$ cat src/rtl/game_round_ctrl.sv
// game_round_ctrl: round sequencer for the bomb-defuse game.
// Sequences scramble requests, the countdown, set-button judging,
// strikes, rounds, checklight and the win/lose flags.
// Ports: CLK, RST (async, active-low), game_enable, start_btn, set_btn,
//   match, scramble_ack in; scramble_req, period, time_left, round,
//   strikes, checklight, game_won, game_lost out.
// Optional: define PENALTY_EN to take PENALTY ticks off on a wrong press.
module game_round_ctrl #(
  parameter int          ROUNDS      = 4,
  parameter int          STRIKES_MAX = 3,
  parameter int          TICK_DIV    = 50000,
  parameter logic [7:0]  PERIOD_INIT = 8'd200,
  parameter logic [7:0]  PERIOD_STEP = 8'd20,
  parameter logic [7:0]  PERIOD_MIN  = 8'd40,
  parameter logic [15:0] RESULT_CYC  = 16'd1000
`ifdef PENALTY_EN
  ,
  parameter logic [7:0]  PENALTY     = 8'd10
`endif
) (
  input  logic       CLK,
  input  logic       RST,
  input  logic       game_enable,
  input  logic       start_btn,
  input  logic       set_btn,
  input  logic       match,
  input  logic       scramble_ack,
  output logic       scramble_req,
  output logic [7:0] period,
  output logic [7:0] time_left,
  output logic [2:0] round,
  output logic [1:0] strikes,
  output logic [1:0] checklight,
  output logic       game_won,
  output logic       game_lost
);

  localparam int TW = $clog2(TICK_DIV);
  localparam logic [TW-1:0] TICK_LAST = TW'(TICK_DIV - 1);
  localparam logic [2:0] LAST_ROUND = 3'(ROUNDS - 1);
  localparam logic [1:0] STRIKE_LIM = 2'(STRIKES_MAX);
  localparam logic [8:0] STEP_FLOOR =
    {1'b0, PERIOD_MIN} + {1'b0, PERIOD_STEP};

  localparam logic [1:0] CL_NONE    = 2'b00;
  localparam logic [1:0] CL_OK      = 2'b01;
  localparam logic [1:0] CL_WRONG   = 2'b10;
  localparam logic [1:0] CL_TIMEOUT = 2'b11;

  typedef enum logic [2:0] {
    IDLE,
    SCRAMBLE,
    COUNT,
    RESULT,
    WON,
    LOST
  } state_t;

  state_t        state;
  state_t        state_nxt;
  logic          start_q;
  logic          set_q;
  logic          req_q;
  logic          req_nxt;
  logic [7:0]    period_nxt;
  logic [7:0]    time_left_nxt;
  logic [2:0]    round_nxt;
  logic [1:0]    strikes_nxt;
  logic [1:0]    cl_nxt;
  logic          won_nxt;
  logic          lost_nxt;
  logic [TW-1:0] tick_cnt;
  logic [TW-1:0] tick_nxt;
  logic [15:0]   res_cnt;
  logic [15:0]   res_nxt;
  // 1: RESULT returns to COUNT, 0: RESULT returns to SCRAMBLE
  logic          resume_cnt;
  logic          resume_nxt;
  logic          go_idle;

  logic          start_edge;
  logic          set_edge;
  logic          tick_wrap;
  logic [1:0]    strikes_inc;
  logic [7:0]    period_dec;
  logic [7:0]    time_pen;

  assign start_edge  = start_btn & ~start_q;
  assign set_edge    = set_btn & ~set_q;
  assign tick_wrap   = tick_cnt == TICK_LAST;
  assign strikes_inc = (strikes == STRIKE_LIM) ? strikes
                                               : strikes + 2'd1;
  // compare in 9 bits so the floor test cannot underflow
  assign period_dec  = ({1'b0, period} >= STEP_FLOOR)
                       ? period - PERIOD_STEP : PERIOD_MIN;

`ifdef PENALTY_EN
  assign time_pen = (time_left > PENALTY) ? time_left - PENALTY
                                          : 8'd0;
`else
  assign time_pen = time_left;
`endif

  // an abort must drop the request without waiting for a clock
  assign scramble_req = req_q & game_enable;

  always_comb begin
    state_nxt     = state;
    req_nxt       = req_q;
    period_nxt    = period;
    time_left_nxt = time_left;
    round_nxt     = round;
    strikes_nxt   = strikes;
    cl_nxt        = checklight;
    won_nxt       = game_won;
    lost_nxt      = game_lost;
    tick_nxt      = tick_cnt;
    res_nxt       = res_cnt;
    resume_nxt    = resume_cnt;
    go_idle       = 1'b0;

    if (!game_enable) begin
      go_idle = 1'b1;
    end else begin
      unique case (state)
        IDLE: begin
          if (start_edge) begin
            state_nxt   = SCRAMBLE;
            round_nxt   = 3'd0;
            strikes_nxt = 2'd0;
          end else begin
            go_idle = 1'b1;
          end
        end

        SCRAMBLE: begin
          if (!req_q) begin
            req_nxt = 1'b1;
          end else if (scramble_ack) begin
            req_nxt       = 1'b0;
            time_left_nxt = period;
            tick_nxt      = '0;
            state_nxt     = COUNT;
          end
        end

        COUNT: begin
          tick_nxt = tick_wrap ? '0 : tick_cnt + 1'b1;
          if (set_edge) begin
            // the press wins over a same-cycle wrap; the
            // counter freezes so a wrong press resumes in place
            tick_nxt = tick_cnt;
            if (match) begin
              cl_nxt = CL_OK;
              if (round == LAST_ROUND) begin
                state_nxt = WON;
                won_nxt   = 1'b1;
              end else begin
                round_nxt  = round + 3'd1;
                period_nxt = period_dec;
                state_nxt  = RESULT;
                res_nxt    = 16'd0;
                resume_nxt = 1'b0;
              end
            end else begin
              strikes_nxt   = strikes_inc;
              cl_nxt        = CL_WRONG;
              time_left_nxt = time_pen;
              if (strikes_inc == STRIKE_LIM) begin
                state_nxt = LOST;
                lost_nxt  = 1'b1;
              end else begin
                state_nxt  = RESULT;
                res_nxt    = 16'd0;
                resume_nxt = 1'b1;
              end
            end
          end else if (tick_wrap) begin
            if (time_left != 8'd0) begin
              time_left_nxt = time_left - 8'd1;
            end else begin
              strikes_nxt = strikes_inc;
              cl_nxt      = CL_TIMEOUT;
              if (strikes_inc == STRIKE_LIM) begin
                state_nxt = LOST;
                lost_nxt  = 1'b1;
              end else begin
                state_nxt  = RESULT;
                res_nxt    = 16'd0;
                resume_nxt = 1'b0;
              end
            end
          end
        end

        RESULT: begin
          if (res_cnt >= RESULT_CYC - 16'd1) begin
            cl_nxt    = CL_NONE;
            state_nxt = resume_cnt ? COUNT : SCRAMBLE;
          end else begin
            res_nxt = res_cnt + 16'd1;
          end
        end

        WON: begin
          won_nxt = 1'b1;
          cl_nxt  = CL_OK;
          if (start_edge) go_idle = 1'b1;
        end

        LOST: begin
          lost_nxt = 1'b1;
          cl_nxt   = CL_WRONG;
          if (start_edge) go_idle = 1'b1;
        end

        default: go_idle = 1'b1;
      endcase
    end

    if (go_idle) begin
      state_nxt     = IDLE;
      req_nxt       = 1'b0;
      period_nxt    = PERIOD_INIT;
      time_left_nxt = 8'd0;
      round_nxt     = 3'd0;
      strikes_nxt   = 2'd0;
      cl_nxt        = CL_NONE;
      won_nxt       = 1'b0;
      lost_nxt      = 1'b0;
      tick_nxt      = '0;
      res_nxt       = 16'd0;
      resume_nxt    = 1'b0;
    end
  end

  always_ff @(posedge CLK or negedge RST) begin
    if (!RST) begin
      state      <= IDLE;
      start_q    <= 1'b0;
      set_q      <= 1'b0;
      req_q      <= 1'b0;
      period     <= PERIOD_INIT;
      time_left  <= 8'd0;
      round      <= 3'd0;
      strikes    <= 2'd0;
      checklight <= CL_NONE;
      game_won   <= 1'b0;
      game_lost  <= 1'b0;
      tick_cnt   <= '0;
      res_cnt    <= 16'd0;
      resume_cnt <= 1'b0;
    end else begin
      state      <= state_nxt;
      start_q    <= start_btn;
      set_q      <= set_btn;
      req_q      <= req_nxt;
      period     <= period_nxt;
      time_left  <= time_left_nxt;
      round      <= round_nxt;
      strikes    <= strikes_nxt;
      checklight <= cl_nxt;
      game_won   <= won_nxt;
      game_lost  <= lost_nxt;
      tick_cnt   <= tick_nxt;
      res_cnt    <= res_nxt;
      resume_cnt <= resume_nxt;
    end
  end

endmodule

$ cat config.mk
export PLATFORM = sky130hd
export DESIGN_NAME = game_round_ctrl
export DESIGN_NICKNAME = d
export VERILOG_FILES = /design/src/rtl/game_round_ctrl.sv
export SDC_FILE = /design/constraint.sdc
export NUM_CORES = 1
export LEC_CHECK = 0
export BUFFER_PORTS_ARGS = -buffer_cell sky130_fd_sc_hd__buf_4
export CELL_PAD_IN_SITES_DETAIL_PLACEMENT = 1
export CELL_PAD_IN_SITES_GLOBAL_PLACEMENT = 2
export CORE_MARGIN = 2
export CORE_UTILIZATION = 33
export DETAILED_ROUTE_END_ITERATION = 8
export GPL_TIMING_DRIVEN = 0
export HOLD_SLACK_MARGIN = 0.06
export PLACE_DENSITY_LB_ADDON = 0.2
export SLEW_MARGIN = 20
export SYNTH_ARGS = -nofsm -noshare
export SYNTH_HDL_FRONTEND = slang
export SYNTH_SLANG_ARGS = --single-unit
$ cat constraint.sdc
create_clock -name CLK -period 2.01 [get_ports CLK]
set_input_delay 0.5025 -clock CLK [delete_from_list [all_inputs] [get_ports CLK]]
set_output_delay 0.5025 -clock CLK [all_outputs]
set_load 0.005 [all_outputs]
==> results.md <==
* Status: finished, violations left
* Violated checks: negative setup slack
* Final hold violation count at 0
* R2R Path End: state[0]
* Root Driver: clkbuf_8
* Via/cell ratio at between 5 and 6
* Largest area contributor in the netlist: dfrtp_1
* CP Capture Type: register
* Worst Max-Slew Pin Slew at between 0.8 and 0.9 ns
* Seq/Total Area, Yosys at 0.421
* Compound-Gate Fraction of Synth Area at 0.242
* Vias at roughly 3600
* Area growth from synthesis to layout at 39.2%
* DR pass1 iterations at 4
* Mux cell area share after synthesis at 0.0227
* Global route overflow at 0
* Ys Warns at 0
* Initial antenna violation count at 0
* Number of distinct library cells after synthesis at 61
* Mapped Area at about 3700 um^2
* Ys async rst share at 1.00
* Final period utilization at 1.07
* Row cnt at 38
* Worst r2r path cells at 7
* Chip width at 110 um
* Placed cell count at 579
* Critical path class: reg2reg
* Peak VDD IR at 0.395 mV
* Pwr Density at approximately 1100 nW/um^2
* Max H-tree Level at 3
* Most frequent cell after synthesis: dfrtp_1
* TritonCTS clock tree: built
* Initial drt markers at 180
* Commonest cells post-synth: 59 x dfrtp_1, 33 x o21ai_0, 32 x nand2_1
* First-pass GRT wire length at about 19 mm
* Pre-CTS setup slack at -0.742 ns
* RSZ-0062 raised after global routing: true
* Drt total wl at around 12 mm
* Vert. Die Dim at 110 um
* Largest net degree at the start of global routing at between 60 and 70
* P_leak at approximately 0.0022 uW
* Area share of and/or/nand/nor cells after synthesis at 0.241
* Slew margin rel. at 0.438
* Final Wtd Congestion at around 0.8
* Yosys top cell area share at 0.400
* Gate Count Post-Synth at 408
* Reg2reg setup slack at -0.14 ns
* Largest family of logic cells by synthesized area: compound AO/OA/AOI/OAI gates
* Syn Area/Cell at 9.05 um^2
* Worst R2R Start: tick_cnt[11]
* Top cells by area, synth: dfrtp_1 40%, o21ai_0 4.5%, a21oi_1 3.4%
* Minimum clock period at 2.15 ns
* CP Launch Type: register
* Clock latency on the worst-skew pair at 0.36 ns
* PnR worst setup slack at -0.140 ns
* # diodes at 0
* CP arrival at ~2.4 ns
* Core box area at 10900 um^2
* Max clock buf depth at 2
* TNS Setup at -1.22 ns
* Number of buffers created by CTS at 9
* Hold crit path type: in2async
* Final Setup Violations at 22
* DR DRC count at 0
* Max-cap violation count at 0
* Clock skew at around 0.013 ns
* Number of flops mapped to enable cells by yosys at 0
* Gr usage total at 0.205
* Hold Slack at around 0.25 ns
* Overall Power at 5850 uW
* Synth Area in Adders at 0.0271
* Required time worst endpoint at 2.25 ns
* Reg clk slew, reported paths at roughly 0.070 ns
* Buffers on Ports at 30
* Top FF cell, synth: dfrtp_1
* XOR/XNOR Fraction of Synth Area at 0
* Clock Sink Count at between 60 and 70
* Share of post-route cells with drive strength above 1 at 0.358
* Max FO, Critical Path at 4
* Fin cells at about 630
* Number of global-route vias before repair at ~3600
* Post-DRT Antenna Nets at 0
* Synthesized flop and latch total at 62
* Detail Placement HPWL at roughly 7.7 mm
* Pins Over Slew Limit at 0
* Average routed wire per standard cell at approximately 20 um
* Max Fclk at between 400 and 500 MHz
* Nets at 499
* I/O Pins at 33
* Initial Util at 0.339
* Die area at between 10000 and 15000 um^2
-- final cells by class --
cell class	instances	area, um^2
Clock inverter	3	90.1
Tap cell	140	175
Sequential cell	62	1560
Fill cell	1219	5750
Clock buffer	13	159
Buffer	16	143
Inverter	16	62.6
Multi-Input combinational cell	312	2400
Timing Repair Buffer	67	551
-- through the flow --
step                area [um^2]   util
finish                     5140  0.472
global route               5140  0.472
CTS                        4620  0.424
detailed placement         4100  0.377
global placement           4100  0.377
floorplan                  3700      -
-- kinds of logic (layout without fill, tap and decap cells) --
group | Yosys count | count (layout)
simple gates | 162 | 162
compound gates | 131 | 132
flops | 62 | 62
buf+inv | 36 | 115
fa+ha+maj | 8 | 8
mux | 8 | 8
other cells | 1 | 2
-- registers in the layout (all words and copies together) (netlist names), 2 cells and up --
signal      flops
checklight      2
period          6
res_cnt        16
round           3
state           3
strikes         2
tick_cnt       16
time_left       8
-- metal layers --
layer	vias up	track usage	share of wire
met5	-	0	0
met4	0	0.0750	0.016
met1	1854	0.277	0.48
li1	1696	-	-
met3	15	0.0308	0.035
met2	69	0.331	0.47
-- worst max-delay path, cell delays in order (launching register included) --
cell and delay (ns):
dfrtp_2 0.40, or4_4 0.52, nor4_4 0.16, buf_6 0.17, buf_6 0.11, a211oi_4 0.06
a211o_1 0.31, mux2_2 0.29
-- power by group --
part	total, uW	internal, uW	switching, uW
registers	1610	1410	203
clock network	1420	894	526
logic	2820	1240	1580
total	5850	3540	2310
-- how the worst max path moves through the flow --
stage                      start             to  slack [ns]  cells after the start
floorplan               state[2]     res_cnt[4]        0.02                      7
global route        tick_cnt[12]  checklight[0]       -0.20                      7
CTS                 tick_cnt[10]  checklight[0]       -0.16                      7
detailed placement   game_enable   tick_cnt[13]       -0.74                      7
finish              tick_cnt[11]       state[0]       -0.14                      7
global placement     game_enable   tick_cnt[11]       -0.72                      7
-- layout by cell type (no fill, tap or decap), drive strengths merged, types with 8 or more instances in the layout --
cell / n
dfrtp: 59
a21oi: 26
ha: 8
and2: 14
o31ai: 11
inv: 16
nand2: 32
a32o: 9
nor4: 8
buf: 76
and3: 9
o21ai: 33
nor3: 20
o211ai: 9
nand3: 10
nor2: 26
nand4: 9
clkbuf: 20
-- what timing repair did --
item | CTS | global route
resized for setup | 53 | 70
pin swaps | 5 | 23
endpoints found under the setup margin | 59 | 55
hold buffers | 0 | 0
gates cloned | 0 | 3
hold endpoints to repair | 0 | 0
setup buffers | 8 | 27
Note: power is estimated with default switching activity, not from simulation.
